`config.mk`:
```
export PLATFORM = sky130hd
export DESIGN_NAME = div48x16_flat
export DESIGN_NICKNAME = d
export VERILOG_FILES = /design/src/rtl/div48x16_pkg.sv /design/src/rtl/div48x16_if.sv /design/src/rtl/div48x16_div_step.sv /design/src/rtl/div48x16.sv /design/src/flat_wrapper.sv
export SDC_FILE = /design/constraint.sdc
export NUM_CORES = 1
export LEC_CHECK = 0
export CORE_MARGIN = 8
export CORE_UTILIZATION = 42
export CTS_CLUSTER_SIZE = 16
export DETAILED_ROUTE_END_ITERATION = 16
export DONT_BUFFER_PORTS = 1
export GPL_TIMING_DRIVEN = 0
export PLACE_DENSITY = 0.57
export SKIP_LAST_GASP = 1
export SYNTH_ARGS = -nofsm -noshare
export SYNTH_HDL_FRONTEND = slang
export SYNTH_SLANG_ARGS = --single-unit
```
`constraint.sdc`:
```
create_clock -name clk -period 3.2 [get_ports clk]
set_input_delay 0.32 -clock clk [delete_from_list [all_inputs] [get_ports clk]]
set_output_delay 0.32 -clock clk [all_outputs]
set_load 0.02 [all_outputs]
```
`src/rtl/div48x16_pkg.sv`:
```
// Shared constants, state encoding and helpers for the div48x16 signed divider.
package div48x16_pkg;
    localparam int DW_A  = 48;
    localparam int DW_B  = 16;
    localparam int DW_Q  = 32;
    localparam int CNT_W = 6;

    localparam logic [DW_Q-1:0] Q_MAX = 32'h7FFF_FFFF;
    localparam logic [DW_Q-1:0] Q_MIN = 32'h8000_0000;

    typedef enum logic [1:0] {IDLE, CALC, FIX, DONE} state_t;

    // |-2^47| = 2^47 still fits as an unsigned 48-bit magnitude
    function automatic logic [DW_A-1:0] abs_a(input logic [DW_A-1:0] v);
        return v[DW_A-1] ? -v : v;
    endfunction
endpackage

```
`src/rtl/div48x16_if.sv`:
```
// Request/result bundle of the div48x16 divider; master drives operands, slave returns results.
interface div48x16_if;
    import div48x16_pkg::*;

    logic            ce;
    logic            start;
    logic [DW_A-1:0] a;
    logic [DW_B-1:0] b;
    logic [DW_Q-1:0] dout_q;
    logic [DW_B-1:0] dout_r;
    logic            valid;
    logic            busy;
    logic            dz;
    logic            ovf;

    modport master (
        output ce, start, a, b,
        input  dout_q, dout_r, valid, busy, dz, ovf
    );

    modport slave (
        input  ce, start, a, b,
        output dout_q, dout_r, valid, busy, dz, ovf
    );
endinterface

```
`src/rtl/div48x16_div_step.sv`:
```
// One radix-2 restoring step: shift in a dividend bit, subtract the divisor when it fits.
module div_step (
    input  logic [16:0] rem_in,
    input  logic        bit_in,
    input  logic [16:0] dvsr,
    output logic [16:0] rem_out,
    output logic        q_bit
);
    logic [17:0] w_shift;
    logic [16:0] w_diff;

    assign w_shift = {rem_in, bit_in};
    assign q_bit   = (w_shift >= {1'b0, dvsr});
    // Only taken when q_bit=1, so the result is below dvsr and the dropped MSB is zero
    assign w_diff  = w_shift[16:0] - dvsr;
    assign rem_out = q_bit ? w_diff : w_shift[16:0];
endmodule

```
`src/rtl/div48x16.sv`:
```
// Sequential 48/16 signed divider, one quotient bit per enabled clock, saturating quotient.
// Define DIV48X16_ROUND_EN to round the quotient half away from zero.
module div48x16
    import div48x16_pkg::*;
(
    input  logic      clk,
    input  logic      reset,
    div48x16_if.slave bus
);
    localparam logic [DW_A:0] NEG_LIM = {{(DW_A+1-DW_Q){1'b0}}, Q_MIN};
    localparam logic [DW_A:0] POS_LIM = {{(DW_A+1-DW_Q){1'b0}}, Q_MAX};

    state_t          r_state, w_state_nxt;
    logic [CNT_W-1:0] r_cnt;
    logic [DW_A-1:0] r_mag;
    logic [DW_B:0]   r_rem, r_dvsr, w_rem_nxt;
    logic [DW_B:0]   w_b_ext, w_b_mag;
    logic            r_sa, r_sb, r_bz;
    logic            w_qbit, w_accept, w_calc_en, w_fix_en, w_load_out;
    logic [DW_A:0]   w_qm;
    logic            w_neg;
    logic [DW_Q-1:0] r_dout_q, w_fix_q;
    logic [DW_B-1:0] r_dout_r, w_fix_r;
    logic            r_valid, r_dz, r_ovf, w_fix_ovf;

    // ---------------- FSM ----------------
    always_ff @(posedge clk) begin
        if (!reset) r_state <= IDLE;
        else        r_state <= w_state_nxt;
    end

    always_comb begin
        w_state_nxt = r_state;
        case (r_state)
            IDLE:    if (w_accept) w_state_nxt = (bus.b == '0) ? FIX : CALC;
            CALC:    if (w_calc_en && r_cnt == '0) w_state_nxt = FIX;
            FIX:     if (w_fix_en) w_state_nxt = DONE;
            DONE:    w_state_nxt = IDLE;
            default: w_state_nxt = IDLE;
        endcase
    end

    always_comb begin
        w_accept   = 1'b0;
        w_calc_en  = 1'b0;
        w_fix_en   = 1'b0;
        w_load_out = 1'b0;
        bus.busy   = 1'b1;
        case (r_state)
            IDLE: begin
                bus.busy = 1'b0;
                w_accept = bus.ce & bus.start;
            end
            CALC:    w_calc_en  = bus.ce;
            FIX:     w_fix_en   = bus.ce;
            DONE:    w_load_out = 1'b1;
            default: bus.busy   = 1'b0;
        endcase
    end

    // ---------------- datapath ----------------
    assign w_b_ext = {bus.b[DW_B-1], bus.b};
    assign w_b_mag = w_b_ext[DW_B] ? -w_b_ext : w_b_ext;

    div_step u_step (
        .rem_in  (r_rem),
        .bit_in  (r_mag[DW_A-1]),
        .dvsr    (r_dvsr),
        .rem_out (w_rem_nxt),
        .q_bit   (w_qbit)
    );

    // r_mag shifts the dividend out at the top while quotient bits enter at the bottom
    always_ff @(posedge clk) begin
        if (!reset) begin
            r_cnt  <= '0;
            r_mag  <= '0;
            r_rem  <= '0;
            r_dvsr <= '0;
            r_sa   <= 1'b0;
            r_sb   <= 1'b0;
            r_bz   <= 1'b0;
        end else if (w_accept) begin
            r_cnt  <= CNT_W'(DW_A-1);
            r_mag  <= abs_a(bus.a);
            r_rem  <= '0;
            r_dvsr <= w_b_mag;
            r_sa   <= bus.a[DW_A-1];
            r_sb   <= bus.b[DW_B-1];
            r_bz   <= (bus.b == '0);
        end else if (w_calc_en) begin
            r_cnt  <= r_cnt - {{(CNT_W-1){1'b0}}, 1'b1};
            r_mag  <= {r_mag[DW_A-2:0], w_qbit};
            r_rem  <= w_rem_nxt;
        end
    end

    // ---------------- sign fix and saturation ----------------
`ifdef DIV48X16_ROUND_EN
    logic w_rnd;
    assign w_rnd = ({r_rem, 1'b0} >= {1'b0, r_dvsr});
    assign w_qm  = {1'b0, r_mag} + {{DW_A{1'b0}}, w_rnd};
`else
    assign w_qm  = {1'b0, r_mag};
`endif

    assign w_neg = r_sa ^ r_sb;

    always_comb begin
        w_fix_q   = '0;
        w_fix_r   = '0;
        w_fix_ovf = 1'b0;
        if (r_bz) begin
            w_fix_q = r_sa ? Q_MIN : Q_MAX;
        end else begin
            w_fix_r = r_sa ? -r_rem[DW_B-1:0] : r_rem[DW_B-1:0];
            if (w_neg) begin
                // magnitude 2^31 is still representable as a negative quotient
                if (w_qm > NEG_LIM) begin
                    w_fix_q   = Q_MIN;
                    w_fix_ovf = 1'b1;
                end else begin
                    w_fix_q   = -w_qm[DW_Q-1:0];
                end
            end else if (w_qm > POS_LIM) begin
                w_fix_q   = Q_MAX;
                w_fix_ovf = 1'b1;
            end else begin
                w_fix_q   = w_qm[DW_Q-1:0];
            end
        end
    end

    // Results are registered out of DONE regardless of ce, so valid is a clean one-clk pulse
    always_ff @(posedge clk) begin
        if (!reset) begin
            r_dout_q <= '0;
            r_dout_r <= '0;
            r_valid  <= 1'b0;
            r_dz     <= 1'b0;
            r_ovf    <= 1'b0;
        end else begin
            r_valid <= w_load_out;
            if (w_load_out) begin
                r_dout_q <= w_fix_q;
                r_dout_r <= w_fix_r;
                r_dz     <= r_bz;
                r_ovf    <= w_fix_ovf;
            end
        end
    end

    assign bus.dout_q = r_dout_q;
    assign bus.dout_r = r_dout_r;
    assign bus.valid  = r_valid;
    assign bus.dz     = r_dz;
    assign bus.ovf    = r_ovf;
endmodule

```
`src/flat_wrapper.sv`:
```
// flat-port wrapper written by rule: the top's interface ports become plain ports
module div48x16_flat import div48x16_pkg::*;
  (clk, reset, bus_ce, bus_start, bus_a, bus_b, bus_dout_q, bus_dout_r, bus_valid, bus_busy, bus_dz, bus_ovf);
  div48x16_if bus_i ();
  input  logic clk;
  input  logic reset;
  input wire logic [$bits(bus_i.ce)-1:0] bus_ce;
  input wire logic [$bits(bus_i.start)-1:0] bus_start;
  input wire logic [$bits(bus_i.a)-1:0] bus_a;
  input wire logic [$bits(bus_i.b)-1:0] bus_b;
  output wire logic [$bits(bus_i.dout_q)-1:0] bus_dout_q;
  output wire logic [$bits(bus_i.dout_r)-1:0] bus_dout_r;
  output wire logic [$bits(bus_i.valid)-1:0] bus_valid;
  output wire logic [$bits(bus_i.busy)-1:0] bus_busy;
  output wire logic [$bits(bus_i.dz)-1:0] bus_dz;
  output wire logic [$bits(bus_i.ovf)-1:0] bus_ovf;
  assign bus_i.ce = bus_ce;
  assign bus_i.start = bus_start;
  assign bus_i.a = bus_a;
  assign bus_i.b = bus_b;
  assign bus_dout_q = bus_i.dout_q;
  assign bus_dout_r = bus_i.dout_r;
  assign bus_valid = bus_i.valid;
  assign bus_busy = bus_i.busy;
  assign bus_dz = bus_i.dz;
  assign bus_ovf = bus_i.ovf;
  div48x16 u_core (.clk(clk), .reset(reset), .bus(bus_i));
endmodule
```
==> impl_metrics.ini, run 1 <==
[run_status]
outcome = finished, final reports clean

[global_route]
grt_pass1_wl_microns = 48020
grt_max_degree = 17
grt_overflow = 0
first_global_vias = 8284
use_met1_pct = 33.70
grt.total_usage_pct = 22.78
gr-usage-met3_pct = 4.914
top_usage_layer = met1
antenna_found_initial = 0
use_met2_pct = 32.38

[route]
routed_wl_microns = 30670
num_vias = 8856
detail-route-antenna-nets = 0
drt_iter0_drc = 777
routedWlPerCell_microns = 20.61
via_per_inst = 5.952
first_pass_iters = 7
post-route-drc-count = 0

[worst_setup_path]
crit_slowest_cell = or3b_1
critPathMaxFanout = 7
cp.required_ns = 3.53
startpoint_type = flip-flop
crit_chain = inv_1 > ha_1 > or3b_1 > nor4_4 > and3_1 > a31oi_2 > a21oi_2 > nor3_1 > a211o_1
slowest_delay_ns = 0.48
cp.arrival_ns = 3.37
cp.depth = 9
r2r_cells = 9
cp_num_buf_inv = 1
setup.worst_path.end_class = flip-flop
path_class = flip-flop to flip-flop
crit_family = simple AND/OR/NAND/NOR gates

[timing]
tightestPinTransition_ns = 0.7952
post-route-period-util_pct = 94.82
fin_crit_ns = 3.034
final-setup-viol-count = 0
max_clock_freq_mhz = 329.6
final-hold-violation-count = 0
rsz0062_at_grt = yes
slew_violations = 0
clock_skew_ns = 0.01384
slew_headroom_pct = 46.58
holdWs_ns = 0.01341

[run]
cap_violations = 0

[yosys]
yosysWarnings = 0
netlist_instances = 1176
ys_types = 70
ys_async_sr_fraction_pct = 0
syn_nets = 1272
ys_ff_latch = 144
avgSynthCellArea_sq_um = 7.789
ys_seq_area_share_pct = 31.47
syn_area_sq_um = 9160
synth-main-ff-cell = dfxtp_1
synth_edf_count = 0

[floorplanning]
coreArea_sq_um = 21620
initial_core_util_pct = 42.37
ios = 120
core.rowCount = 54
dieArea_sq_um = 26790
die_w_microns = 163.7
fp.dieH_microns = 163.7

[placement]
placedCellCount = 1456
place_congestion = 0.9237
dpl.hpwl_microns = 23790
port_buffers = 0

[cts]
htree_levels = 4
cts_buffers = 17
cts_tree = yes
holdBufCountCts = 0
clk_latency_ns = 0.45
post_cts_buffers = 0
clkTransAtPathRegs_ns = 0.07
cts.sinks = 144
clockBufferDepth = 2
cts_root_buf = clkbuf_16

[layout]
diodes = 0
nets = 1291
drive_above_1_share_pct = 5.215
final_cell_mix = 144 x dfxtp_1, 126 x nand2_1, 113 x nor2_1
area_growth_pct = 10.48
layout_commonest_cell = dfxtp_1
stdcell_count = 1488

[power_and_ir_drop]
power.density_nw_per_um2 = 788.9
total_leakage_power_nw = 3.710
peakVddDrop_v = 0.0003309

[min_path]
holdCritPathClass = input port to flip-flop
hold_depth = 2
==> cells by family after synthesis <==
logic type | share of synthesized area [%]
adder cells (fa/ha/maj) | 3.907
AO/OA/AOI/OAI | 26.75
multiplexers | 2.991
XOR/XNOR | 9.370
buffers and inverters | 4.808
flip-flops | 31.47
AND/OR/NAND/NOR | 20.71
==> cell usage after synthesis (9+ instances only) <==
cell,number,area (sq um)
o21ai_0,80,400.4
nor4_1,13,81.33
a211oi_1,32,240.2
o21bai_1,9,67.56
a31oi_1,12,75.07
a311oi_1,14,122.6
a22oi_1,14,105.1
nor2_1,114,427.9
xor2_1,51,446.7
o41ai_1,9,78.83
nand2_1,126,473.0
clkbuf_1,63,236.5
xnor2_1,47,411.6
mux2i_1,24,240.2
dfxtp_1,144,2883
or4_1,16,120.1
nor3_1,26,130.1
o31ai_1,17,127.6
or3_1,18,112.6
nand3_1,23,115.1
ha_1,27,337.8
o21ai_1,10,50.05
nand2b_1,12,75.07
a21oi_1,102,510.5
o22ai_1,16,100.1
inv_1,38,142.6
==> final timing paths <==
path                                                    start                            endpoint  slack [ns]
worst max-delay path             u_core.r_mag[0]$_SDFFE_PN0P_  u_core.bus.dout_q[31]$_SDFFE_PN0P_        0.17
worst min register to register  u_core.r_dvsr[0]$_SDFFE_PN0P_       u_core.r_dvsr[0]$_SDFFE_PN0P_        0.46
worst max register to register   u_core.r_mag[0]$_SDFFE_PN0P_  u_core.bus.dout_q[31]$_SDFFE_PN0P_        0.17
worst min-delay path                                bus_a[44]       u_core.r_mag[44]$_SDFFE_PN0P_        0.01
==> per-stage QoR <==
step            TNS [ns]  area (sq um)  worst slack [ns]  util (%)  total power [mW]
3_5_place_dp      -1.437          9510           -0.2761     43.99             5.866
3_3_place_gp      -1.420          9510           -0.2463     43.99             5.841
5_1_grt        -0.008201         10120         -0.008201     46.81             8.483
2_1_floorplan          0          9160            0.4285         -             4.946
6_report               0         10120            0.1659     46.81             7.983
4_1_cts                0         10090           0.03014     46.68             7.855
==> timing repair <==
| item | CTS | global route |
|---|---|---|
| pin swaps | 0 | 1 |
| gates resized for setup | 2 | 10 |
| hold endpoints to repair | 0 | 0 |
| setup endpoints to repair | 16 | 21 |
==> where the power goes <==
| part | internal [mW] | leakage [nW] | switching [mW] |
|---|---|---|---|
| Combinational | 1.34 | 2.26 | 2.23 |
| Sequential | 2.05 | 1.17 | 0.380 |
| Clock | 1.09 | 0.276 | 0.888 |
==> flip-flops by register name, indices dropped and copies added, names as in the netlist, 2 cells and up <==
register / flops
u_core.bus.dout_q: 32
u_core.bus.dout_r: 16
u_core.r_cnt: 6
u_core.r_dvsr: 17
u_core.r_mag: 48
u_core.r_rem: 17
u_core.r_state: 2
==> per-layer routing <==
layer | up-vias | routed length [microns]
met5 | - | 0
met4 | 0 | 510
met3 | 35 | 2716
met2 | 355 | 12590
met1 | 4133 | 14850
li1 | 4333 | -
==> layout make-up <==
type,count,area (sq um)
fill,2241,11500
inverter,41,156.4
clock inverter,15,150.1
clock buffer,17,425.4
tap,280,350.3
multi-input combinational,919,5862
sequential,144,2883
buffer,72,292.8
==> worst reg2reg max path, cell delays in order (launching register included) <==
cell and delay, ns:
dfxtp_1 0.43, inv_1 0.11, ha_1 0.19, or3b_1 0.48
nor4_4 0.44, and3_1 0.33, a31oi_2 0.25, a21oi_2 0.34
nor3_1 0.08, a211o_1 0.28
Power figures use the tool's default switching activity.
==> run 2, diff against run 1 <==
--- a/config.mk
+++ b/config.mk
@@ -6,12 +6,12 @@
 export NUM_CORES = 1
 export LEC_CHECK = 0
 export CORE_MARGIN = 8
-export CORE_UTILIZATION = 42
+export CORE_UTILIZATION = 53
 export CTS_CLUSTER_SIZE = 16
 export DETAILED_ROUTE_END_ITERATION = 16
 export DONT_BUFFER_PORTS = 1
 export GPL_TIMING_DRIVEN = 0
-export PLACE_DENSITY = 0.57
+export PLACE_DENSITY = 0.69
 export SKIP_LAST_GASP = 1
 export SYNTH_ARGS = -nofsm -noshare
 export SYNTH_HDL_FRONTEND = slang
==> run 2 against run 1 <==
Combinational power is 2% lower. Critical path depth grew 3. First-iteration DRC count is 46% higher. Worst setup slack lost 0.012 ns. Count of clock-buffer cells in the layout is 4 higher. Cell area down 0.68%. Critical endpoint is now u_core.r_mag[0]$_SDFFE_PN0P_. Sequential power about the same.
==> impl_metrics.ini, run 2 (synthesis results as in run 1) <==
[timing]
rsz0062_at_grt = yes
fin_crit_ns = 3.047
slew_headroom_pct = 45.14
clock_skew_ns = 0.01053
max_clock_freq_mhz = 328.2
final-setup-viol-count = 0
slew_violations = 0
post-route-period-util_pct = 95.20
final-hold-violation-count = 0
holdWs_ns = 0.02790
tightestPinTransition_ns = 0.8165

[cts]
clockBufferDepth = 2
holdBufCountCts = 0
htree_levels = 4
cts.sinks = 144
clkTransAtPathRegs_ns = 0.06
clk_latency_ns = 0.43
cts_root_buf = clkbuf_16
post_cts_buffers = 0
cts_tree = yes
cts_buffers = 17

[power_and_ir_drop]
p_clk_share_pct = 25.1
power.density_nw_per_um2 = 789.6
switching_share_pct = 42.27
totalPowerFinal_mw = 7.936
seqPwrFrac_pct = 30.6
p_comb_share_pct = 44.3
p_sw_mw = 3.355
peakVddDrop_v = 0.0004465
p_int_mw = 4.581
total_leakage_power_nw = 3.712

[worst_setup_path]
cp.arrival_ns = 3.34
crit_top_cell = inv_1
crit_chain = inv_1 > ha_1 > inv_1 > fa_1 > a21o_1 > a221o_1 > and3b_1 > o31ai_4 > clkbuf_2 > nand2_1 > o211ai_1 > o21ai_0
path_class = flip-flop to flip-flop
ff2ff_setup_slack_ns = 0.15
crit_slowest_cell = fa_1
setup.worst_path.end_class = flip-flop
cp_num_buf_inv = 3
startpoint_type = flip-flop
slowest_delay_ns = 0.39
crit_family = compound AO/OA/AOI/OAI gates
cp.required_ns = 3.49
critPathMaxFanout = 10

[global_route]
first_global_vias = 8397
antenna_found_initial = 0
grt_overflow = 0
grt_max_degree = 17
grt.total_usage_pct = 26.37
grt_pass1_wl_microns = 46150

[floorplanning]
ios = 120
coreArea_sq_um = 17120
initial_core_util_pct = 53.52
die_w_microns = 147.5
fp.dieH_microns = 147.5
dieArea_sq_um = 21750
core.rowCount = 48

[run]
cap_violations = 0

[layout]
diodes = 0
area_growth_pct = 9.726
layout_commonest_cell = dfxtp_1
nets = 1291
largest_reg_flops = 48
stdcell_count = 1430
finish.utilization_pct = 58.72
nFillCells = 1643
register_area_sq_um = 2883
final_cell_mix = 144 x dfxtp_1, 126 x nand2_1, 114 x nor2_1
largest_register = u_core.r_mag
multiInputGateArea_sq_um = 5859
drive_above_1_share_pct = 4.896

[run_status]
outcome = finished, final reports clean

[route]
drt_iter0_drc = 1137
first_pass_iters = 6
post-route-drc-count = 0
num_vias = 8976
routed_wl_microns = 29080
via_per_inst = 6.277
routedWlPerCell_microns = 20.34
detail-route-antenna-nets = 0

[placement]
placedCellCount = 1401
dpl.hpwl_microns = 22410
place_congestion = 0.9304
port_buffers = 0

[min_path]
holdCritPathClass = input port to flip-flop
## run 2: changes by cell type in the layout (fill, tap and decap cells not counted), moves of 2 or more
cell / previous run / this run
clkinv_4: 2 / 0
buf_2: 3 / 5
inv_6: 6 / 2
clkbuf_8: 0 / 4
inv_8: 2 / 0
clkbuf_4: 2 / 0
## run 2: stage by stage
step / setup TNS, ns / setup WS (ns) / area (sq um)
after floorplan: 0 / 0.4285 / 9160
after global placement: -0.2755 / -0.1564 / 9442
after detailed placement: -0.5183 / -0.1842 / 9442
after CTS: 0 / 0.09854 / 10030
after global routing: -0.04062 / -0.01768 / 10050
final: 0 / 0.1535 / 10050
## run 2: final timing paths
path / from / end / depth (start not counted)
setup reg to reg: u_core.r_mag[47]$_SDFFE_PN0P_ / u_core.r_mag[0]$_SDFFE_PN0P_ / 12
hold / removal: bus_b[0] / u_core.r_dvsr[0]$_SDFFE_PN0P_ / 2
setup / recovery: u_core.r_mag[47]$_SDFFE_PN0P_ / u_core.r_mag[0]$_SDFFE_PN0P_ / 12
hold reg to reg: u_core.r_dvsr[0]$_SDFFE_PN0P_ / u_core.r_dvsr[0]$_SDFFE_PN0P_ / 2
## run 2: cell type report
cell class	instances	area share, %
buffer	72	2.838
sequential	144	28.68
multi-input combinational	919	58.30
tap	225	2.801
clock inverter	8	1.046
inverter	41	1.556
clock buffer	21	4.780
## run 2: power groups by stage
stage	registers, mW	logic, mW	clock network, mW
2_1_floorplan	2.34	2.61	0
3_3_place_gp	2.44	3.32	0
3_5_place_dp	2.45	3.35	0
4_1_cts	2.42	3.40	2.00
5_1_grt	2.46	3.87	2.10
6_report	2.43	3.51	1.99
## run 2: metal layers
| layer | up-vias | global-route usage (%) | share of wire, % |
|---|---|---|---|
| met1 | 4120 | 36.86 | 44 |
| met2 | 478 | 38.49 | 42 |
| met4 | 0 | 7.955 | 1.9 |
| met5 | - | 0 | 0 |
| met3 | 44 | 7.398 | 12 |
| li1 | 4334 | - | - |
## run 2: timing repair
item                                    4_1_cts  5_1_grt
resized for setup                             2        4
endpoints found under the setup margin       13       17
pin swaps                                     0        0
